[config.mk]
export PLATFORM = sky130hd
export DESIGN_NAME = apb_master_arbiter
export DESIGN_NICKNAME = d
export VERILOG_FILES = /design/src/rtl/apb_arb_pkg.sv /design/src/rtl/rr_prio_pick.sv /design/src/rtl/apb_master_arbiter.sv
export SDC_FILE = /design/constraint.sdc
export NUM_CORES = 1
export LEC_CHECK = 0
export BUFFER_PORTS_ARGS = -buffer_cell sky130_fd_sc_hd__buf_2
export CORE_AREA = 2 2 107 109
export CTS_BUF_LIST = sky130_fd_sc_hd__clkbuf_8 sky130_fd_sc_hd__clkbuf_16
export DETAILED_ROUTE_END_ITERATION = 7
export DIE_AREA = 0 0 109 111
export PLACE_DENSITY = 0.72
export SYNTH_ARGS = -nofsm -noshare
export SYNTH_HDL_FRONTEND = slang
export SYNTH_SLANG_ARGS = --single-unit
[constraint.sdc]
create_clock -name clk_i -period 3.8 [get_ports clk_i]
set_input_delay 0 -clock clk_i [delete_from_list [all_inputs] [get_ports clk_i]]
set_output_delay 0 -clock clk_i [all_outputs]
set_load 0.03 [all_outputs]
[src/rtl/apb_arb_pkg.sv]
// Shared types and helpers for the APB master arbiter.
package apb_arb_pkg;

  typedef enum logic [1:0] {
    ST_IDLE   = 2'd0,
    ST_SETUP  = 2'd1,
    ST_ACCESS = 2'd2
  } arb_state_e;

  // Width of a requester index; a single requester still needs one bit.
  function automatic int unsigned idx_width(input int unsigned n);
    return (n > 1) ? $clog2(n) : 1;
  endfunction

endpackage

[src/rtl/rr_prio_pick.sv]
// Round-robin pick: first set request at or after the pointer, scanning upward with wrap.
module rr_prio_pick
  import apb_arb_pkg::*;
#(
  parameter int NB_REQ = 2,
  parameter int IDX_W  = idx_width(NB_REQ)
) (
  input  logic [NB_REQ-1:0] req_i,
  input  logic [IDX_W-1:0]  ptr_i,
  output logic [NB_REQ-1:0] gnt_o,
  output logic [IDX_W-1:0]  idx_o,
  output logic              valid_o
);

  always_comb begin
    int cand;
    gnt_o   = '0;
    idx_o   = '0;
    valid_o = 1'b0;
    cand    = 0;
    for (int i = 0; i < NB_REQ; i++) begin
      cand = int'(ptr_i) + i;
      if (cand >= NB_REQ) cand = cand - NB_REQ;
      // Inner scan keeps every bit select constant after unrolling.
      for (int j = 0; j < NB_REQ; j++) begin
        if (!valid_o && (j == cand) && req_i[j]) begin
          valid_o  = 1'b1;
          idx_o    = IDX_W'(j);
          gnt_o[j] = 1'b1;
        end
      end
    end
  end

endmodule

[src/rtl/apb_master_arbiter.sv]
// Shares one APB port between NB_REQ requesters: round-robin grant, SETUP/ACCESS
// sequencing and an ACCESS-phase timeout so a hung slave cannot lock the bus.
//
//   state     | meaning
//   ----------+------------------------------------------------------------
//   ST_IDLE   | bus free; grant and capture a request, may carry rvalid_o
//   ST_SETUP  | PSEL=1, PENABLE=0 for one cycle
//   ST_ACCESS | PSEL=1, PENABLE=1 until PREADY or timeout
module apb_master_arbiter
  import apb_arb_pkg::*;
#(
  parameter int NB_REQ         = 2,
  parameter int APB_ADDR_WIDTH = 32,
  parameter int APB_DATA_WIDTH = 32,
  parameter int TIMEOUT_CYCLES = 255
) (
  input  logic                                     clk_i,
  input  logic                                     rst_i,
  input  logic [NB_REQ-1:0]                        req_i,
  input  logic [NB_REQ-1:0][APB_ADDR_WIDTH-1:0]    addr_i,
  input  logic [NB_REQ-1:0]                        we_i,
  input  logic [NB_REQ-1:0][APB_DATA_WIDTH-1:0]    wdata_i,
  output logic [NB_REQ-1:0]                        gnt_o,
  output logic [NB_REQ-1:0]                        rvalid_o,
  output logic [APB_DATA_WIDTH-1:0]                rdata_o,
  output logic                                     err_o,
  output logic [APB_ADDR_WIDTH-1:0]                paddr_o,
  output logic [APB_DATA_WIDTH-1:0]                pwdata_o,
  output logic                                     pwrite_o,
  output logic                                     psel_o,
  output logic                                     penable_o,
  input  logic [APB_DATA_WIDTH-1:0]                prdata_i,
  input  logic                                     pready_i,
  input  logic                                     pslverr_i
);

  localparam int IDX_W = idx_width(NB_REQ);
  localparam int CNT_W = (TIMEOUT_CYCLES > 0) ? $clog2(TIMEOUT_CYCLES + 1) : 1;
  localparam logic [CNT_W-1:0] CNT_LAST =
    CNT_W'((TIMEOUT_CYCLES > 0) ? TIMEOUT_CYCLES - 1 : 0);

  arb_state_e                state_q, state_d;
  logic [IDX_W-1:0]          ptr_q, ptr_d;
  logic [IDX_W-1:0]          idx_q, idx_d;
  logic [APB_ADDR_WIDTH-1:0] paddr_q, paddr_d;
  logic [APB_DATA_WIDTH-1:0] pwdata_q, pwdata_d;
  logic                      pwrite_q, pwrite_d;
  logic [CNT_W-1:0]          cnt_q, cnt_d;
  logic [NB_REQ-1:0]         rvalid_q, rvalid_d;
  logic [APB_DATA_WIDTH-1:0] rdata_q, rdata_d;
  logic                      err_q, err_d;

  logic [NB_REQ-1:0]         pick_gnt;
  logic [IDX_W-1:0]          pick_idx;
  logic                      pick_valid;
  logic                      timeout_hit;

  rr_prio_pick #(
    .NB_REQ (NB_REQ),
    .IDX_W  (IDX_W)
  ) u_pick (
    .req_i   (req_i),
    .ptr_i   (ptr_q),
    .gnt_o   (pick_gnt),
    .idx_o   (pick_idx),
    .valid_o (pick_valid)
  );

  // cnt_q counts completed ACCESS cycles, so the TIMEOUT_CYCLES-th one sees TIMEOUT_CYCLES-1.
  assign timeout_hit = (TIMEOUT_CYCLES != 0) && (cnt_q == CNT_LAST);

  always_comb begin
    state_d  = state_q;
    ptr_d    = ptr_q;
    idx_d    = idx_q;
    paddr_d  = paddr_q;
    pwdata_d = pwdata_q;
    pwrite_d = pwrite_q;
    cnt_d    = cnt_q;
    rvalid_d = '0;
    rdata_d  = rdata_q;
    err_d    = err_q;
    gnt_o    = '0;

    case (state_q)
      ST_IDLE: begin
        if (pick_valid && !rst_i) begin
          gnt_o    = pick_gnt;
          idx_d    = pick_idx;
          paddr_d  = addr_i[pick_idx];
          pwrite_d = we_i[pick_idx];
          pwdata_d = wdata_i[pick_idx];
          ptr_d    = (pick_idx == IDX_W'(NB_REQ - 1)) ? '0 : pick_idx + IDX_W'(1);
          state_d  = ST_SETUP;
        end
      end

      ST_SETUP: begin
        cnt_d   = '0;
        state_d = ST_ACCESS;
      end

      ST_ACCESS: begin
        if (pready_i) begin
          rvalid_d[idx_q] = 1'b1;
          rdata_d         = pwrite_q ? '0 : prdata_i;
          err_d           = pslverr_i;
          cnt_d           = '0;
          state_d         = ST_IDLE;
        end else if (timeout_hit) begin
          rvalid_d[idx_q] = 1'b1;
          rdata_d         = '0;
          err_d           = 1'b1;
          cnt_d           = '0;
          state_d         = ST_IDLE;
        end else begin
          cnt_d = cnt_q + CNT_W'(1);
        end
      end

      default: state_d = ST_IDLE;
    endcase
  end

  always_ff @(posedge clk_i) begin
    if (rst_i) begin
      state_q  <= ST_IDLE;
      ptr_q    <= '0;
      idx_q    <= '0;
      paddr_q  <= '0;
      pwdata_q <= '0;
      pwrite_q <= 1'b0;
      cnt_q    <= '0;
      rvalid_q <= '0;
      rdata_q  <= '0;
      err_q    <= 1'b0;
    end else begin
      state_q  <= state_d;
      ptr_q    <= ptr_d;
      idx_q    <= idx_d;
      paddr_q  <= paddr_d;
      pwdata_q <= pwdata_d;
      pwrite_q <= pwrite_d;
      cnt_q    <= cnt_d;
      rvalid_q <= rvalid_d;
      rdata_q  <= rdata_d;
      err_q    <= err_d;
    end
  end

  assign psel_o    = (state_q == ST_SETUP) || (state_q == ST_ACCESS);
  assign penable_o = (state_q == ST_ACCESS);
  assign paddr_o   = paddr_q;
  assign pwdata_o  = pwdata_q;
  assign pwrite_o  = pwrite_q;
  assign rvalid_o  = rvalid_q;
  assign rdata_o   = rdata_q;
  assign err_o     = err_q;

endmodule

==> flow_metrics.env, run 1 <==
export IMPL_outcome="aborted with a tool error"
export IMPL_error_line="[ERROR RSZ-0060] Max buffer count reached."
export IMPL_preCtsSetupSlack_ns=1.32
export IMPL_dp_hpwl_um=9050
export IMPL_io_pins=272
export IMPL_gp_congestion=0.793
export IMPL_synth_seq_area_share_pct=55.7
export IMPL_yosysTopAreaCell="dfxtp_1"
export IMPL_syn_instance_count=377
export IMPL_synth_main_ff_cell="dfxtp_1"
export IMPL_yosys_register_bits=112
export IMPL_synth_top_cell_area_share_pct=55.7
export IMPL_fp_row_count=39
export IMPL_cts_buffers=9
export IMPL_die_w_um=109
export IMPL_avgSynthCellArea_um2=10.7
export IMPL_cts_hold_buf=156
export IMPL_yosysMostFrequentCell="dfxtp_1"
export IMPL_port_buffers=271
export IMPL_synth_edf_count=0
export IMPL_root_buffer="clkbuf_16"
export IMPL_async_flop_share_pct=0
export IMPL_die_h_um=111
export IMPL_synthesis_area_um2=4030
export IMPL_synthTopCellsByCount="112 x dfxtp_1, 77 x nor2_1, 65 x a222oi_1, 32 x a22o_1, 21 x clkbuf_1"
export IMPL_start_util_pct=36.4
export IMPL_htree_levels=3
export IMPL_cts_resized=0
export IMPL_syn_nets=551
export IMPL_stop_stage="clock tree synthesis (4_1_cts)"
export IMPL_ys_types=28
export IMPL_yosys_warnings=0
export IMPL_synthTopCellsByArea="dfxtp_1 56%, a222oi_1 16%, nor2_1 7.2%"
export IMPL_cts_max_path_buffers=2
export IMPL_clkSinkCount=112
export IMPL_post_cts_buffers=0
cells by family after synthesis:
logic type	after synthesis	share of synthesized area, %
mux	2	0.497
simple gates	99	10.7
xor+xnor	7	1.52
flops	112	55.7
compound gates	108	24.8
buf+inv	43	5.00
fa+ha+maj	6	1.86
metrics by stage:
step | std cells | area (µm²)
floorplan | 377 | 4030
global placement | 757 | 5440
detailed placement | 757 | 5440
==> run 2: changes to the inputs <==
--- a/config.mk
+++ b/config.mk
@@ -6,11 +6,10 @@
 export NUM_CORES = 1
 export LEC_CHECK = 0
 export BUFFER_PORTS_ARGS = -buffer_cell sky130_fd_sc_hd__buf_2
-export CORE_AREA = 2 2 107 109
-export CTS_BUF_LIST = sky130_fd_sc_hd__clkbuf_8 sky130_fd_sc_hd__clkbuf_16
+export CORE_MARGIN = 2
+export CORE_UTILIZATION = 25
 export DETAILED_ROUTE_END_ITERATION = 7
-export DIE_AREA = 0 0 109 111
-export PLACE_DENSITY = 0.72
+export PLACE_DENSITY_LB_ADDON = 0.15
 export SYNTH_ARGS = -nofsm -noshare
 export SYNTH_HDL_FRONTEND = slang
 export SYNTH_SLANG_ARGS = --single-unit
==> flow_metrics.env, run 2 <==
export IMPL_gr_total_overflow=0
export IMPL_crit_type="reg -> reg"
export IMPL_start_util_pct=25.5
export IMPL_power_density_nw_per_um2=510
export IMPL_die_w_um=131
export IMPL_syn_nets=551
export IMPL_area_growth_pct=85.9
export IMPL_avgSynthCellArea_um2=10.7
export IMPL_p_leak_uw=0.00343
export IMPL_synth_simple_gate_area_share_pct=10.7
export IMPL_synth_top_cell_area_share_pct=55.7
export IMPL_power_frac_clock_pct=23.7
export IMPL_vias=4922
export IMPL_startpoint_type="register"
export IMPL_antenna_found_initial=0
export IMPL_power_switching_uw=1330
export IMPL_stdcell_count=1014
export IMPL_syn_instance_count=377
export IMPL_clk_pin_slew_worst_paths_ns=0.07
export IMPL_die_area_um2=17100
export IMPL_maxSlewHeadroom_pct=43.4
export IMPL_fmax_ghz=0.347
export IMPL_cts_resized=0
export IMPL_ys_types=28
export IMPL_outcome="finished, final reports clean"
export IMPL_grt_pass1_vias=4971
export IMPL_wl_um=16200
export IMPL_cp_required_ns=4.08
export IMPL_synthAdderAreaFrac_pct=1.86
export IMPL_yosys_register_bits=112
export IMPL_dpl_instance_area_um2=5570
export IMPL_track_usage_pct=17.9
export IMPL_io_pins=272
export IMPL_finClkSkew_ns=0.00983
export IMPL_grt_max_degree=79
export IMPL_cts_max_path_buffers=2
export IMPL_yosysMostFrequentCell="dfxtp_1"
export IMPL_worst_slew_pin_slew_ns=0.848
export IMPL_htree_levels=3
export IMPL_yosys_warnings=0
export IMPL_multi_input_area_um2=1620
export IMPL_p_seq_share_pct=37.2
export IMPL_core_area_um2=15800
export IMPL_layout_common_cells="271 x buf_2, 164 x dlygate4sd3_1, 112 x dfxtp_1, 77 x nor2_1, 65 x a222oi_1"
export IMPL_timing_final_crit_period_ns=2.88
export IMPL_cp_end_kind="register"
export IMPL_p_comb_share_pct=39.1
export IMPL_drcViolationCount=0
export IMPL_drive_gt1_share_pct=37.6
export IMPL_period_share_pct=75.8
export IMPL_yosysTopAreaCell="dfxtp_1"
export IMPL_worst_path_max_fanout=30
export IMPL_synthMuxAreaShare_pct=0.497
export IMPL_finalMaxSlewViolations=0
export IMPL_setup_viol=0
export IMPL_fin_area_um2=7490
export IMPL_synthTopCellsByArea="dfxtp_1 56%, a222oi_1 16%, nor2_1 7.2%"
export IMPL_synth_seq_area_share_pct=55.7
export IMPL_ir_drop_v=0.000206
export IMPL_ant_nets=0
export IMPL_seq_area_um2=2240
export IMPL_tritoncts="yes"
export IMPL_nets=967
export IMPL_grt_pass1_wl_um=24000
export IMPL_synthXorXnorAreaFrac_pct=1.52
export IMPL_gp_congestion=0.739
export IMPL_arrival_ns=3.16
export IMPL_switching_share_pct=34.9
export IMPL_clock_latency_ns=0.35
export IMPL_placed_cells=834
export IMPL_die_h_um=131
export IMPL_wl_per_cell_um=15.9
export IMPL_synth_top_family_by_area="compound AO/OA/AOI/OAI gates"
export IMPL_root_buffer="clkbuf_16"
export IMPL_port_buffers=271
export IMPL_setup_tns_ns=0
export IMPL_synthTopCellsByCount="112 x dfxtp_1, 77 x nor2_1, 65 x a222oi_1, 32 x a22o_1, 21 x clkbuf_1"
export IMPL_dp_hpwl_um=9640
export IMPL_avgViaCountPerCell=4.85
export IMPL_synth_compound_area_share_pct=24.8
export IMPL_post_cts_buffers=0
export IMPL_hold_viol=0
export IMPL_clkSinkCount=112
export IMPL_fill_cells=1467
export IMPL_firstDrtPassIters=8
export IMPL_diodes=0
export IMPL_synth_edf_count=0
export IMPL_cts_buffers=9
export IMPL_holdCritPathClass="in -> reg"
export IMPL_final_common_cell="buf_2"
export IMPL_rsz0062_at_grt="false"
export IMPL_synth_main_ff_cell="dfxtp_1"
export IMPL_fp_row_count=46
export IMPL_drtIter0Drc=415
export IMPL_drv_cap=0
export IMPL_synthesis_area_um2=4030
export IMPL_p_int_uw=2490
export IMPL_async_flop_share_pct=0
run 2: final timing paths:
| kind | startpoint | endpoint | slack (ns) | depth (start not counted) |
|---|---|---|---|---|
| max reg2reg | state_q[0] | pwdata_o[16] | 0.92 | 8 |
| max | state_q[0] | pwdata_o[16] | 0.92 | 8 |
| min | req_i[0] | state_q[1] | 0.29 | 5 |
| min reg2reg | idx_q | rvalid_o[0] | 0.47 | 1 |
run 2: through the flow:
stage	hold WS [ns]	util, %	setup slack, ns	total power [µW]
final	0.292	47.3	0.919	3820
after global routing	0.355	47.3	0.658	4040
after CTS	0.270	47.3	0.963	3840
after detailed placement	0.216	35.2	1.53	2560
after global placement	0.210	35.2	1.62	2540
after floorplan	0.111	-	2.07	2200
run 2: what timing repair did:
item / in CTS / in global routing
setup endpoints to repair: 0 / 0
endpoints found under the hold margin: 98 / 0
hold buffers: 164 / 0
run 2: cell type report:
class,instances,area share [%]
multi-input cells,222,21.6
inverters,5,0.251
clock inverters,6,0.585
repair buffers,443,40.8
clock buffers,10,3.19
flip-flops and latches,112,29.9
well taps,216,3.61
run 2: worst max-delay path, cell delays in order (launching register included):
cell,delay [ns]
dfxtp_1,0.33
inv_1,0.11
ha_1,0.16
nor2b_1,0.27
and3_2,0.69
buf_4,0.38
a222oi_1,0.14
dlygate4sd3_1,0.64
nor2_1,0.10
run 2: power by group through the flow:
stage	sequential [µW]	combinational, µW	clock (µW)
2_1_floorplan	1680	521	0
3_3_place_gp	1440	1100	0
3_5_place_dp	1440	1120	0
4_1_cts	1410	1470	949
5_1_grt	1440	1620	989
6_report	1420	1490	905
run 2: logic make-up (layout without fill, tap and decap cells):
family | Yosys count | in the layout
flip-flops | 112 | 112
AO/OA/AOI/OAI | 108 | 108
AND/OR/NAND/NOR | 99 | 99
buffers and inverters | 43 | 464
XOR/XNOR | 7 | 7
adder cells (fa/ha/maj) | 6 | 6
multiplexers | 2 | 2
run 2: layer usage:
| metal | vias up | part of all wire (%) | global-route usage [%] |
|---|---|---|---|
| met5 | - | 0 | 0 |
| met4 | 0 | 1.9 | 7.95 |
| met3 | 23 | 8.5 | 4.68 |
| met2 | 252 | 50 | 32.3 |
| met1 | 2351 | 39 | 19.7 |
| li1 | 2296 | - | - |
No activity file was read; power rests on OpenSTA's default activity.
==> run 3: changes to the inputs <==
--- a/config.mk
+++ b/config.mk
@@ -5,6 +5,7 @@
 export SDC_FILE = /design/constraint.sdc
 export NUM_CORES = 1
 export LEC_CHECK = 0
+export ABC_AREA = 1
 export BUFFER_PORTS_ARGS = -buffer_cell sky130_fd_sc_hd__buf_2
 export CORE_MARGIN = 2
 export CORE_UTILIZATION = 25
==> constraint.sdc (replaced) <==
create_clock -name clk_i -period 2.3 [get_ports clk_i]
set_input_delay 0 -clock clk_i [delete_from_list [all_inputs] [get_ports clk_i]]
set_output_delay 0 -clock clk_i [all_outputs]
set_load 0.03 [all_outputs]
==> flow_metrics.env, run 3 <==
export IMPL_outcome="finished, final reports clean"
export IMPL_fp_row_count=52
export IMPL_wl_um=18400
export IMPL_cts_buffers=9
export IMPL_yosys_register_bits=112
export IMPL_p_leak_uw=0.00400
export IMPL_core_area_um2=20100
export IMPL_syn_nets=923
export IMPL_area_growth_pct=55.4
export IMPL_r2r_end="paddr_o[3]"
export IMPL_setup_viol=0
export IMPL_rsz0062_at_grt="false"
export IMPL_die_h_um=147
export IMPL_gr_total_overflow=0
export IMPL_power_density_nw_per_um2=820
export IMPL_yosysMostFrequentCell="nand2_1"
export IMPL_crit_type="reg -> out"
export IMPL_ant_nets=0
export IMPL_die_w_um=147
export IMPL_cts_max_path_buffers=2
export IMPL_htree_levels=3
export IMPL_maxSlewHeadroom_pct=51.6
export IMPL_drtIter0Drc=361
export IMPL_drv_cap=0
export IMPL_setup_tns_ns=0
export IMPL_yosysTopAreaCell="dfxtp_1"
export IMPL_clkSinkCount=112
export IMPL_reg2reg_slack_ns=0.50
export IMPL_total_power_uw=6510
export IMPL_nets=1256
export IMPL_holdCritPathClass="in -> reg"
export IMPL_antenna_found_initial=0
export IMPL_root_buffer="clkbuf_16"
export IMPL_cp_required_ns=2.30
export IMPL_synth_seq_area_share_pct=43.9
export IMPL_startpoint_type="register"
export IMPL_clock_latency_ns=0.35
export IMPL_multi_input_area_um2=2530
export IMPL_diodes=0
export IMPL_start_util_pct=25.4
export IMPL_wl_per_cell_um=13.6
export IMPL_timing_final_crit_period_ns=1.86
export IMPL_layout_common_cells="313 x nand2_1, 271 x buf_2, 112 x dfxtp_1, 98 x nand3_1, 95 x dlygate4sd3_1"
export IMPL_die_area_um2=21600
export IMPL_yosys_warnings=0
export IMPL_worst_path_max_fanout=22
export IMPL_timing_rr_start="ptr_q"
export IMPL_synthTopCellsByCount="316 x nand2_1, 112 x dfxtp_1, 98 x nand3_1, 70 x a21oi_1, 33 x nand4_1"
export IMPL_vias=6013
export IMPL_ys_types=24
export IMPL_synth_edf_count=0
export IMPL_cp_common_cell="inv_1"
export IMPL_arrival_ns=1.86
export IMPL_synthTopCellsByArea="dfxtp_1 44%, nand2_1 23%, nand3_1 9.6%"
export IMPL_grt_pass1_vias=5675
export IMPL_grt_max_degree=68
export IMPL_fill_cells=2155
export IMPL_worst_slew_pin_slew_ns=0.726
export IMPL_period_share_pct=81.0
export IMPL_final_common_cell="nand2_1"
export IMPL_tritoncts="yes"
export IMPL_min_path_cells=5
export IMPL_drcViolationCount=0
export IMPL_dp_hpwl_um=12500
export IMPL_min_from="wdata_i[31]"
export IMPL_firstDrtPassIters=4
export IMPL_max_stage_delay_ns=0.33
export IMPL_fmax_ghz=0.537
export IMPL_holdPathEnd="pwdata_o[31]"
export IMPL_avgViaCountPerCell=4.43
export IMPL_cp_end_kind="output pin"
export IMPL_grt_pass1_wl_um=28900
export IMPL_async_flop_share_pct=0
export IMPL_cpMaxStageDelayCell="dfxtp_1"
export IMPL_finClkSkew_ns=0.00801
export IMPL_finalMaxSlewViolations=0
export IMPL_synth_main_ff_cell="dfxtp_1"
export IMPL_gp_congestion=0.728
export IMPL_ir_drop_v=0.000408
export IMPL_syn_instance_count=749
export IMPL_synthesis_area_um2=5100
export IMPL_avgSynthCellArea_um2=6.82
export IMPL_drive_gt1_share_pct=28.8
export IMPL_worstPathCellList="inv_1 -> ha_1 -> inv_1 -> nor2_4 -> inv_2 -> buf_4 -> a21oi_1 -> buf_2"
export IMPL_synth_top_cell_area_share_pct=43.9
export IMPL_ff2ff_path_depth=8
export IMPL_hold_viol=0
export IMPL_seq_area_um2=2240
export IMPL_clk_pin_slew_worst_paths_ns=0.07
export IMPL_port_buffers=271
export IMPL_io_pins=272
export IMPL_track_usage_pct=16.6
run 3: critical path, delay by kind of cell (launching register included):
kind / cells / cell delay [ns]
adders and majority gates: 1 / 0.17
AOI/OAI and AO/OA: 1 / 0.19
DFF: 1 / 0.33
buffers and inverters: 5 / 0.69
and+or+nand+nor: 1 / 0.14
run 3: power by group:
part / total (µW) / switching [µW] / leakage [µW] / internal (µW)
Clock: 1780 / 729 / 0.000169 / 1050
Sequential: 2320 / 128 / 0.000911 / 2190
Combinational: 2410 / 1600 / 0.00292 / 809
Total: 6510 / 2460 / 0.00400 / 4050
run 3: layout make-up:
class | count | area share (%)
multi-input combinational | 562 | 31.8
timing repair buffer | 380 | 30.6
sequential | 112 | 28.3
tap | 270 | 4.26
clock buffer | 12 | 3.36
clock inverter | 4 | 0.930
inverter | 17 | 0.804
run 3: worst max-delay path by stage:
stage	start	to	slack, ns	depth (start not counted)
4_1_cts	state_q[0]	gnt_o[1]	0.42	8
3_3_place_gp	state_q[1]	cnt_q[7]	0.61	9
5_1_grt	state_q[1]	gnt_o[1]	0.26	8
2_1_floorplan	state_q[0]	ptr_q	0.63	8
3_5_place_dp	state_q[0]	cnt_q[7]	0.63	9
6_report	state_q[1]	gnt_o[1]	0.44	8
run 3: cells by family (layout without fill, tap and decap cells):
group	Yosys count	in the layout	synth area share, %
AOI/OAI and AO/OA	76	76	7.60
DFF	112	112	43.9
adders and majority gates	6	6	1.47
xor gates and xnor gates	4	4	0.686
and+or+nand+nor	476	476	39.5
buffers and inverters	75	413	6.84
run 3: routing by layer:
metal,vias up,GRT usage [%],part of all wire (%)
met5,-,0,0
met1,2705,21.2,45
li1,3101,-,-
met2,180,28.3,47
met3,27,2.55,4.9
met4,0,6.20,2.5
run 3: per-stage QoR:
step / instance area (µm²) / utilization (%) / std cells / hold WS (ns) / worst slack (ns)
after floorplan: 5100 / - / 749 / 0.155 / 0.627
after global placement: 6640 / 33.0 / 1246 / 0.246 / 0.613
after detailed placement: 6640 / 33.0 / 1246 / 0.245 / 0.629
after CTS: 7940 / 39.5 / 1357 / 0.0000671 / 0.420
after global routing: 7940 / 39.5 / 1357 / 0.0238 / 0.259
final: 7940 / 39.5 / 1357 / 0.00663 / 0.438
run 3: what timing repair did:
action,CTS,global route
buffers inserted,0,0
hold buffers,95,0
endpoints found under the hold margin,82,0
endpoints found under the setup margin,0,0
gates resized for setup,0,0
==> run 4: changes to the inputs <==
--- a/config.mk
+++ b/config.mk
@@ -5,7 +5,7 @@
 export SDC_FILE = /design/constraint.sdc
 export NUM_CORES = 1
 export LEC_CHECK = 0
-export ABC_AREA = 1
+export ABC_AREA = 0
 export BUFFER_PORTS_ARGS = -buffer_cell sky130_fd_sc_hd__buf_2
 export CORE_MARGIN = 2
 export CORE_UTILIZATION = 25
==> constraint.sdc (replaced) <==
create_clock -name clk_i -period 1.5 [get_ports clk_i]
set_input_delay 0 -clock clk_i [delete_from_list [all_inputs] [get_ports clk_i]]
set_output_delay 0 -clock clk_i [all_outputs]
set_load 0.03 [all_outputs]
==> flow_metrics.env, run 4 (synthesized netlist as in run 2, its figures left out) <==
export IMPL_outcome="complete, but fails checks"
export IMPL_violations="negative setup slack"
export IMPL_grt_pass1_vias=4931
export IMPL_grt_max_degree=41
export IMPL_tritoncts="yes"
export IMPL_cts_max_path_buffers=2
export IMPL_drcViolationCount=0
export IMPL_wl_per_cell_um=16.5
export IMPL_maxSlewHeadroom_pct=68.1
export IMPL_wl_um=17300
export IMPL_layout_common_cells="268 x buf_2, 164 x dlygate4sd3_1, 110 x dfxtp_1, 77 x nor2_1, 65 x a222oi_1"
export IMPL_avgViaCountPerCell=4.80
export IMPL_holdCritPathClass="in -> reg"
export IMPL_rsz0062_at_grt="true"
export IMPL_die_w_um=131
export IMPL_ant_nets=0
export IMPL_ir_drop_v=0.000690
export IMPL_final_common_cell="buf_2"
export IMPL_min_path_cells=3
export IMPL_holdPathEnd="err_o"
export IMPL_firstDrtPassIters=7
export IMPL_diodes=0
export IMPL_r2r_end="pwdata_o[1]"
export IMPL_timing_final_crit_period_ns=1.84
export IMPL_hold_viol=0
export IMPL_period_share_pct=122
export IMPL_arrival_ns=2.05
export IMPL_htree_levels=3
export IMPL_worst_slew_pin_slew_ns=0.479
export IMPL_clock_latency_ns=0.35
export IMPL_min_from="rst_i"
export IMPL_area_growth_pct=104
export IMPL_fp_row_count=46
export IMPL_stdcell_count=1051
export IMPL_setup_tns_ns=-5.86
export IMPL_die_area_um2=17100
export IMPL_drv_cap=0
export IMPL_placed_cells=856
export IMPL_grt_pass1_wl_um=24100
export IMPL_cts_buffers=9
export IMPL_fill_cells=1397
export IMPL_core_area_um2=15800
export IMPL_critPathLaunch="state_q[1]"
export IMPL_fmax_ghz=0.545
export IMPL_setup_ws_ns=-0.336
export IMPL_drive_gt1_share_pct=41.8
export IMPL_worst_path_max_fanout=5
export IMPL_root_buffer="clkbuf_16"
export IMPL_track_usage_pct=17.9
export IMPL_port_buffers=271
export IMPL_gr_total_overflow=0
export IMPL_io_pins=272
export IMPL_vias=5049
export IMPL_dp_hpwl_um=9600
export IMPL_reg2reg_slack_ns=-0.34
export IMPL_power_density_nw_per_um2=1230
export IMPL_startpoint_type="register"
export IMPL_timing_rr_start="state_q[1]"
export IMPL_start_util_pct=25.5
export IMPL_crit_type="reg -> reg"
export IMPL_gp_congestion=0.705
export IMPL_p_leak_uw=0.00384
export IMPL_setup_viol=66
export IMPL_finalMaxSlewViolations=0
export IMPL_nets=1004
export IMPL_ff2ff_path_depth=8
export IMPL_cp_required_ns=1.72
export IMPL_cp_end_kind="register"
export IMPL_die_h_um=131
export IMPL_antenna_found_initial=0
export IMPL_clk_pin_slew_worst_paths_ns=0.07
export IMPL_clkSinkCount=112
export IMPL_drtIter0Drc=435
export IMPL_whs_ns=0.0558
export IMPL_finClkSkew_ns=0.00886
## run 4: how the worst max path moves through the flow
stage / to / slack [ns] / cells after the start
3_3_place_gp: paddr_o[2] / -0.08 / 7
5_1_grt: pwdata_o[1] / -0.38 / 8
3_5_place_dp: paddr_o[4] / -0.08 / 7
2_1_floorplan: rdata_o[10] / -0.08 / 6
6_report: pwdata_o[1] / -0.34 / 8
4_1_cts: pwdata_o[11] / -0.15 / 7
## run 4: worst max-delay path, stage by stage, from the launching register on
cell and delay (ns):
dfxtp_2 0.33, inv_2 0.05, ha_4 0.15, nor2b_4 0.13, and3_4 0.19, buf_12 0.15, buf_12 0.13, a222oi_1 0.46
nor2_1 0.10
## run 4: metrics by stage
stage / setup WS (ns) / utilization (%) / total power [µW] / cell area [µm²]
after global routing: -0.380 / 51.8 / 10600 / 8200
after global placement: -0.0761 / 37.0 / 6810 / 5850
after CTS: -0.148 / 50.6 / 9920 / 8010
after floorplan: -0.0839 / - / 5730 / 4140
after detailed placement: -0.0766 / 37.0 / 6870 / 5850
final: -0.336 / 51.8 / 10100 / 8200
## run 4: final cells by class
cell class | count | area (µm²) | share of cell area, %
tap | 216 | 270 | 3.30
inverter | 5 | 18.8 | 0.229
sequential | 112 | 2240 | 27.4
clock inverter | 6 | 52.6 | 0.641
clock buffer | 10 | 239 | 2.91
multi-input combinational | 222 | 1680 | 20.5
timing repair buffer | 480 | 3700 | 45.1
## run 4: metal layers
| metal | part of all wire [%] | up-vias | global-route usage, % |
|---|---|---|---|
| met4 | 2.6 | 0 | 8.45 |
| li1 | - | 2383 | - |
| met2 | 50 | 305 | 31.9 |
| met5 | 0 | - | 0 |
| met3 | 8.0 | 36 | 4.44 |
| met1 | 39 | 2325 | 19.9 |
## run 4: timing repair
item	in CTS	in global routing
endpoints found under the hold margin	98	0
pin swaps	36	51
hold buffers	164	0
cloned	4	6
buffers inserted	5	2
endpoints found under the setup margin	65	113
gates resized for setup	12	10
## run 4: power breakdown
| part | switching [µW] | internal (µW) |
|---|---|---|
| Sequential | 206 | 3360 |
| Combinational | 2170 | 1990 |
| Clock | 1160 | 1200 |
